`src/rtl/vdiv_lane_seq_pkg.sv`:
```
// Shared constants and FSM encoding for the sequential vector lane divider.
package vdiv_lane_seq_pkg;

    localparam logic [4:0] FS_DIV    = 5'h03;
    localparam int         LANES_DEF = 4;
    localparam int         W_DEF     = 8;

    typedef enum logic [2:0] {
        ST_IDLE,
        ST_LOAD,
        ST_ITER,
        ST_STORE,
        ST_DONE
    } state_t;

endpackage

```
`src/rtl/vdiv_lane_seq_div8_iter.sv`:
```
// Single-lane restoring divider datapath: load operands, then one quotient bit per step.
module div8_iter #(
    parameter int W = 8
) (
    input  logic         clk,
    input  logic         i_load,
    input  logic         i_step,
    input  logic [W-1:0] i_dividend,
    input  logic [W-1:0] i_divisor,
    output logic [W-1:0] o_quotient,
    output logic [W-1:0] o_remainder,
    output logic         o_dz
);

    logic [W-1:0] r_rem;
    logic [W-1:0] r_dvd;
    logic [W-1:0] r_dvs;
    logic [W-1:0] r_quo;
    logic [W:0]   w_trial;
    logic         w_ge;

    // Partial remainder is W+1 bits wide here; the stored value is always below the divisor.
    assign w_trial = {r_rem, r_dvd[W-1]};
    assign w_ge    = (w_trial >= {1'b0, r_dvs});

    // NOTE: datapath registers carry no reset; the controller always issues load before using them.
    always_ff @(posedge clk) begin
        if (i_load) begin
            r_rem <= '0;
            r_dvd <= i_dividend;
            r_dvs <= i_divisor;
            r_quo <= '0;
        end else if (i_step) begin
            r_dvd <= {r_dvd[W-2:0], 1'b0};
            if (w_ge) begin
                r_rem <= W'(w_trial - {1'b0, r_dvs});
                r_quo <= {r_quo[W-2:0], 1'b1};
            end else begin
                r_rem <= W'(w_trial);
                r_quo <= {r_quo[W-2:0], 1'b0};
            end
        end
    end

    assign o_quotient  = r_quo;
    assign o_remainder = r_rem;
    assign o_dz        = (r_dvs == '0);

endmodule

```
`src/rtl/vdiv_lane_seq.sv`:
```
// Vector unsigned divide controller: one shared iterative divider walks lanes 0..LANES-1.
// Optional VDIV_ZERO_SKIP_EN: lanes with a zero divisor skip the iterations.
module vdiv_lane_seq
    import vdiv_lane_seq_pkg::*;
#(
    parameter int LANES = LANES_DEF,
    parameter int W     = W_DEF
) (
    input  logic               clk,
    input  logic               reset_n,
    input  logic               start,
    input  logic [4:0]         FS,
    input  logic [LANES*W-1:0] S,
    input  logic [LANES*W-1:0] T,
    output logic               busy,
    output logic               done,
    output logic [LANES*W-1:0] VY_lo,
    output logic [LANES*W-1:0] VY_hi,
    output logic [LANES-1:0]   dz
);

    localparam int            IW       = (LANES > 1) ? $clog2(LANES) : 1;
    localparam int            CW       = (W > 1) ? $clog2(W) : 1;
    localparam logic [IW-1:0] IDX_LAST = IW'(LANES - 1);
    localparam logic [CW-1:0] CNT_LAST = CW'(W - 1);

    state_t             r_state;
    logic [IW-1:0]      r_idx;
    logic [CW-1:0]      r_cnt;
    logic [LANES*W-1:0] r_s;
    logic [LANES*W-1:0] r_t;

    logic [W-1:0] w_lane_dvd;
    logic [W-1:0] w_lane_dvs;
    logic [W-1:0] w_quo;
    logic [W-1:0] w_rem;
    logic [W-1:0] w_quo_st;
    logic [W-1:0] w_rem_st;
    logic         w_dz;
    logic         w_skip;

    // NOTE: defaults first so the lane mux cannot infer a latch.
    always_comb begin
        w_lane_dvd = '0;
        w_lane_dvs = '0;
        for (int i = 0; i < LANES; i++) begin
            if (r_idx == IW'(i)) begin
                w_lane_dvd = r_s[i*W +: W];
                w_lane_dvs = r_t[i*W +: W];
            end
        end
    end

`ifdef VDIV_ZERO_SKIP_EN
    assign w_skip   = (w_lane_dvs == '0);
    assign w_quo_st = w_dz ? '1 : w_quo;
    assign w_rem_st = w_dz ? w_lane_dvd : w_rem;
`else
    assign w_skip   = 1'b0;
    assign w_quo_st = w_quo;
    assign w_rem_st = w_rem;
`endif

    div8_iter #(.W(W)) u_div (
        .clk         (clk),
        .i_load      (r_state == ST_LOAD),
        .i_step      (r_state == ST_ITER),
        .i_dividend  (w_lane_dvd),
        .i_divisor   (w_lane_dvs),
        .o_quotient  (w_quo),
        .o_remainder (w_rem),
        .o_dz        (w_dz)
    );

    // NOTE: all state and outputs use non-blocking assignments so every read sees pre-edge values.
    always_ff @(posedge clk) begin
        if (!reset_n) begin
            r_state <= ST_IDLE;
            r_idx   <= '0;
            r_cnt   <= '0;
            r_s     <= '0;
            r_t     <= '0;
            busy    <= 1'b0;
            done    <= 1'b0;
            VY_lo   <= '0;
            VY_hi   <= '0;
            dz      <= '0;
        end else begin
            case (r_state)
                ST_IDLE: begin
                    if (start && (FS == FS_DIV)) begin
                        r_s     <= S;
                        r_t     <= T;
                        r_idx   <= '0;
                        dz      <= '0;
                        busy    <= 1'b1;
                        r_state <= ST_LOAD;
                    end
                end
                ST_LOAD: begin
                    r_cnt   <= '0;
                    r_state <= w_skip ? ST_STORE : ST_ITER;
                end
                ST_ITER: begin
                    r_cnt <= r_cnt + 1'b1;
                    if (r_cnt == CNT_LAST) r_state <= ST_STORE;
                end
                ST_STORE: begin
                    for (int i = 0; i < LANES; i++) begin
                        if (r_idx == IW'(i)) begin
                            VY_lo[i*W +: W] <= w_quo_st;
                            VY_hi[i*W +: W] <= w_rem_st;
                            dz[i]           <= w_dz;
                        end
                    end
                    if (r_idx == IDX_LAST) begin
                        r_idx   <= '0;
                        busy    <= 1'b0;
                        done    <= 1'b1;
                        r_state <= ST_DONE;
                    end else begin
                        r_idx   <= r_idx + 1'b1;
                        r_state <= ST_LOAD;
                    end
                end
                ST_DONE: begin
                    done    <= 1'b0;
                    r_state <= ST_IDLE;
                end
                default: r_state <= ST_IDLE;
            endcase
        end
    end

endmodule

```
`config.mk`:
```
export PLATFORM = sky130hd
export DESIGN_NAME = vdiv_lane_seq
export DESIGN_NICKNAME = d
export VERILOG_FILES = /design/src/rtl/vdiv_lane_seq_pkg.sv /design/src/rtl/vdiv_lane_seq_div8_iter.sv /design/src/rtl/vdiv_lane_seq.sv
export SDC_FILE = /design/constraint.sdc
export NUM_CORES = 1
export LEC_CHECK = 0
export ABC_AREA = 1
export CAP_MARGIN = 10
export CORE_MARGIN = 5
export CORE_UTILIZATION = 52
export DETAILED_ROUTE_END_ITERATION = 12
export PLACE_DENSITY_LB_ADDON = 0.2
export SLEW_MARGIN = 25
export SYNTH_ARGS = -nofsm -noshare
export SYNTH_HDL_FRONTEND = slang
export SYNTH_SLANG_ARGS = --single-unit
```
`constraint.sdc`:
```
create_clock -name clk -period 2.31 [get_ports clk]
set_clock_uncertainty 0.1 [all_clocks]
set_input_delay 0.231 -clock clk [delete_from_list [all_inputs] [get_ports clk]]
set_output_delay 0.231 -clock clk [all_outputs]
set_load 0.02 [all_outputs]
```
==> results.cfg, run 1 <==
[clocking]
ctsResizeCount = 0
cts.sinks = 174
clkTransAtPathRegs_ns = 0.06
clk_latency_ns = 0.43
cts_buffer_depth = 2
cts_buffers = 17
cts_hold_buf = 0
cts_tree = built
post_cts_buffers = 0
htree_levels = 4
cts-root-buf = clkbuf_16

[setup_path]
arrival_ns = 2.22
required_ns = 2.46
critPathLaunchType = flop
cp_max_fo = 16
endpoint_kind = flop
cp_slowest_cell = nor2_2
crit_chain = inv_1 > ha_1 > nor2_2 > nand2_1 > nand2_1 > o21ai_0 > o21ai_0
setup.worst_path.class = reg2reg
slowest_delay_ns = 0.59

[run_status]
outcome = completed

[power_and_ir_drop]
comb_power_share_pct = 19.1
peakVddDrop_mv = 0.563
p_int_uw = 5640
swShare_pct = 28.2
pwr-share-seq_pct = 43.5
p_clk_share_pct = 37.4
leakagePower_uw = 0.00373
power.total_uw = 7860
power_density_mw_per_mm2 = 843
p_sw_uw = 2210

[run]
drv_cap = 0

[timing]
setup_viol = 0
slew_violations = 0
finalHoldViolations = 0
hold_slack_ns = 0.134
rsz0062_at_grt = no
setup_slack_ns = 0.234
relSlewSlack_pct = 50.8
setup_tns_ns = 0
final.period_utilization_pct = 89.9
tightest_slew_ns = 0.737
max_freq_mhz = 482
layout_min_cycle_time_ns = 2.08

[yosys]
synth_seq_cells = 174
synth.distinct_cells = 37
avgSynthCellArea_um2 = 7.97
syn_nets = 989
ys_seq_area_share_pct = 50.7
synthCells = 902
yosys_warnings = 0
synth_top_cells_by_area = dfxtp_1 (44%), nor2_1 (9.0%), o21ai_0 (8.6%), nand2_1 (7.0%), edfxtp_1 (6.7%)
synthDominantCellAreaShare_pct = 44.0
yosys.area.top_type = dfxtp_1
netlist_area_mm2 = 0.00719

[hold_path]
hold_path.class = in2reg

[drt]
wl_per_cell_um = 15.3
drcViolationCount = 0
wl_met1_um = 8590
drt-total-wl_um = 18700
antenna_left = 0
first_pass_iters = 5
via_per_inst = 5.22
dr_wl_met3_um = 960
met2_length_um = 8890
vias = 6391
drt_iter0_markers = 491
maxUsedRoutingLayer = met4

[floorplanning]
num_rows = 43
io_pins = 142
dieArea_mm2 = 0.0163
core_area_mm2 = 0.0137
initial_core_util_pct = 52.4
die_height_um = 128
die_x_um = 128

[placement]
detailedPlace.worstSlack_ns = 0.249
post_dp_cell_area_mm2 = 0.00872
io_buffers = 141
place_congestion = 0.837
dp_hpwl_um = 12800

[global_routing]
grt_pass1_wl_um = 30300
grt_pass1_vias = 6015
grt_start_max_net_pins = 93
grtUsageTotal_pct = 23.4
antenna_found_initial = 0
grt_overflow_total = 0

[final_layout]
layout_common_cells = nor2_1 (172), dfxtp_1 (158), clkdlybuf4s50_1 (140)
final_area_mm2 = 0.00932
syn_to_final_growth_pct = 29.7
layout.cells.most_common = nor2_1
drive_above_1_share_pct = 7.47
antenna_cells = 0
layout.nets = 1118
-- routing by layer --
layer	up-vias	GRT usage [%]
met5	-	0
met4	0	7.00
met3	24	5.43
met2	173	37.3
met1	2949	31.8
li1	3245	-
-- worst max-delay path: cells and delay by family (launching register included) --
family,cells,cell delay (ns)
and+or+nand+nor,3,0.82
DFF,1,0.38
AOI/OAI and AO/OA,2,0.31
adders and majority gates,1,0.20
buffers and inverters,1,0.08
-- cells by family (layout without fill, tap and decap cells) --
logic type,Yosys count,after routing,synth area share [%]
simple gates,373,373,22.1
compound gates,238,238,17.4
flops,174,174,50.7
buf+inv,99,241,6.76
fa+ha+maj,15,15,2.72
xor+xnor,3,3,0.366
-- synth_stat cells --
cell type	count
o21ai_0	123
inv_1	39
fa_1	1
o21ai_1	8
inv_4	1
nand3b_1	7
nand2_1	134
o31ai_1	1
nor2_1	172
edfxtp_1	16
o211ai_1	7
buf_1	1
nand3_1	36
nor2_4	2
nor2_2	2
nor3_1	2
xor2_1	3
clkbuf_1	26
a2bb2oi_1	7
nand3_4	2
nor3_2	2
buf_4	2
clkinv_2	1
a21oi_1	85
buf_2	10
nand3_2	2
or2_1	1
clkinv_1	2
o22ai_1	6
nand2_4	2
inv_2	5
a21oi_2	1
nand4_1	2
buf_6	12
dfxtp_1	158
ha_1	14
nand2_2	7
-- final timing paths --
path / endpoint / slack (ns) / depth (start not counted) / startpoint
worst max-delay path: u_div.r_dvs[6] / 0.23 / 7 / r_idx[1]
worst min-delay path: VY_hi[21] / 0.13 / 3 / reset_n
worst min register to register: VY_hi[25] / 0.36 / 2 / VY_hi[25]
worst max register to register: u_div.r_dvs[6] / 0.23 / 7 / r_idx[1]
-- flip-flops by register name (all words and copies together) (netlist names) --
| name | cells |
|---|---|
| u_div.r_dvs | 8 |
| VY_lo | 32 |
| r_t | 32 |
| u_div.o_remainder | 8 |
| dz | 4 |
| r_state | 3 |
| done | 1 |
| busy | 1 |
| VY_hi | 32 |
| r_cnt | 3 |
| r_s | 32 |
| u_div.r_dvd | 8 |
| u_div.o_quotient | 8 |
| r_idx | 2 |
-- power groups by stage --
| stage | registers (uW) | clock network [uW] | logic (uW) |
|---|---|---|---|
| 3_3_place_gp | 3480 | 0 | 1450 |
| 2_1_floorplan | 3450 | 0 | 981 |
| 5_1_grt | 3440 | 3090 | 1690 |
| 6_report | 3420 | 2940 | 1500 |
| 3_5_place_dp | 3480 | 0 | 1480 |
| 4_1_cts | 3420 | 2960 | 1490 |
-- area by class of cell --
type	count	area, um2
clock buffers	22	474
clock inverters	10	133
fillers	1145	4400
inverters	48	184
multi-input cells	629	3060
flip-flops and latches	174	3640
well taps	180	225
repair buffers	161	1610
-- stage by stage --
| step | utilization (%) | cells |
|---|---|---|
| after floorplan | - | 902 |
| final | 68.0 | 1224 |
| after global routing | 68.0 | 1224 |
| after detailed placement | 63.5 | 1192 |
| after global placement | 63.5 | 1192 |
| after CTS | 68.0 | 1224 |
No activity file was read; power rests on OpenSTA's default activity.
==> run 2: changes to the inputs <==
--- a/config.mk
+++ b/config.mk
@@ -10,4 +10,5 @@
 export CORE_MARGIN = 5
 export CORE_UTILIZATION = 52
+export CTS_BUF_LIST = sky130_fd_sc_hd__clkbuf_16
 export DETAILED_ROUTE_END_ITERATION = 12
 export PLACE_DENSITY_LB_ADDON = 0.2
==> constraint.sdc (replaced) <==
create_clock -name clk -period 2.31 [get_ports clk]
set_clock_uncertainty 0.1 [all_clocks]
set_input_delay 0.3465 -clock clk [delete_from_list [all_inputs] [get_ports clk]]
set_output_delay 0.3465 -clock clk [all_outputs]
set_load 0.02 [all_outputs]
==> run 2 against run 1 <==
Against the previous run:
- hold slack better by 0.099 ns
- critical endpoint is now u_div.r_dvs[5]
- register-to-register slack better by 0.02 ns
- wire length down 2.7%
- first-iteration DRC count up 6.1%
- cell area down 0.72%
- global-route usage down 0.99 points
- sequential share of layout area up 0.29 points
- non-clock buffer count down 1
- maximum frequency up 1.1%
- largest cell class unchanged
- final cell count about the same
- clock power down 3%
- largest power group unchanged
- highest routed layer unchanged
- setup slack better by 0.022 ns
==> results.cfg, run 2 (same netlist as run 1, synthesis figures left out) <==
[run_status]
outcome = completed

[timing]
setup_tns_ns = 0
tightest_slew_ns = 0.671
hold_slack_ns = 0.233
relSlewSlack_pct = 55.2
final.period_utilization_pct = 88.9
finalHoldViolations = 0
setup_viol = 0
layout_min_cycle_time_ns = 2.05
max_freq_mhz = 487
slew_violations = 0
rsz0062_at_grt = no

[floorplanning]
dieArea_mm2 = 0.0163
io_pins = 142
initial_core_util_pct = 52.4
die_x_um = 128
core_area_mm2 = 0.0137
die_height_um = 128
num_rows = 43

[drt]
first_pass_iters = 6
wl_per_cell_um = 14.9
antenna_left = 0
drcViolationCount = 0
via_per_inst = 5.24
vias = 6405
drt_iter0_markers = 521
drt-total-wl_um = 18200

[hold_path]
hold_depth = 3
hp-start = reset_n
hold_path_end = VY_hi[24]
hold_path.class = in2reg

[clocking]
cts_buffers = 17
cts.sinks = 174
clkTransAtPathRegs_ns = 0.06
cts_hold_buf = 0
clk_latency_ns = 0.43
cts_tree = built
cts-root-buf = clkbuf_16
post_cts_buffers = 0
htree_levels = 4
cts_buffer_depth = 2
ctsResizeCount = 0

[power_and_ir_drop]
peakVddDrop_mv = 0.435
leakagePower_uw = 0.00372
power.total_uw = 7730
power_density_mw_per_mm2 = 835

[final_layout]
syn_to_final_growth_pct = 28.8
final_area_mm2 = 0.00926
layout.nets = 1117
drive_above_1_share_pct = 6.81
fillers = 1181
layout.cells.most_common = nor2_1
layout_common_cells = nor2_1 (172), dfxtp_1 (158), clkdlybuf4s50_1 (140)
antenna_cells = 0

[global_routing]
grt_pass1_wl_um = 29000
grt_pass1_vias = 5809
use_met1_pct = 31.3
grt_start_max_net_pins = 71
grtUsageTotal_pct = 22.4
antenna_found_initial = 0
use_met2_pct = 34.3
grt_overflow_total = 0
busiest_layer = met2
grtUsageMet3_pct = 5.06

[setup_path]
critPathLaunchType = flop
rr_startpoint = r_idx[1]
worst-r2r-cell-count = 7
cp_max_fo = 16
required_ns = 2.47
crit_chain = inv_1 > ha_1 > nor2_2 > nand2_1 > nand2_1 > o21ai_0 > o21ai_0
cp_slowest_cell = nor2_2
arrival_ns = 2.22
reg2reg_to = u_div.r_dvs[5]
setup.worst_path.class = reg2reg
endpoint_kind = flop
slowest_delay_ns = 0.54
rrSetupSlack_ns = 0.26

[placement]
io_buffers = 141
dp_hpwl_um = 12700
place_congestion = 0.892
post_dp_cell_area_mm2 = 0.00867

[run]
drv_cap = 0
## run 2: report_power, final
group / internal, uW / total [uW] / switching, uW
Combinational: 587 / 1460 / 871
Clock: 1720 / 2840 / 1110
Sequential: 3260 / 3440 / 179
## run 2: cell type report
cell class              instances  area, um2  share of cell area, %
flip-flops and latches        174       3640                   39.4
multi-input cells             629       3060                   33.0
repair buffers                160       1560                   16.9
clock buffers                  18        450                   4.87
well taps                     180        225                   2.43
inverters                      48        184                   1.99
clock inverters                14        134                   1.45
## run 2: worst max-delay path, delay by kind of cell (launching register included)
| kind | cells | cell delay (ns) |
|---|---|---|
| compound gates | 2 | 0.35 |
| fa+ha+maj | 1 | 0.21 |
| buf+inv | 1 | 0.08 |
| flops | 1 | 0.39 |
| simple gates | 3 | 0.75 |
## run 2: worst max-delay path by stage
stage	start	to	slack [ns]	depth (start not counted)
2_1_floorplan	u_div.r_dvs[2]	u_div.o_quotient[0]	0.61	9
3_3_place_gp	start	dz[3]	0.29	9
3_5_place_dp	start	dz[3]	0.20	9
4_1_cts	r_idx[1]	u_div.r_dvs[5]	0.25	7
5_1_grt	r_idx[1]	u_div.r_dvs[5]	0.04	7
6_report	r_idx[1]	u_div.r_dvs[5]	0.26	7
## run 2: metrics by stage
step,std cells,utilization (%),worst slack [ns]
floorplan,902,-,0.611
detailed placement,1191,63.2,0.198
finish,1223,67.5,0.256
global placement,1191,63.2,0.291
global route,1223,67.5,0.0379
CTS,1223,67.5,0.253
## run 2: routing by layer
metal / part of all wire [%] / vias to the layer above / wire, um
met4: 1.9 / 0 / 344
li1: - / 3251 / -
met5: 0 / - / 0
met1: 46 / 2929 / 8470
met2: 46 / 191 / 8360
met3: 5.8 / 34 / 1060
==> run 3: changes to the inputs <==
CTS_CLUSTER_DIAMETER = 100   (was not set)
==> results of run 3 <==
The final DEF is identical to that of run 2; final timing and power are the same.
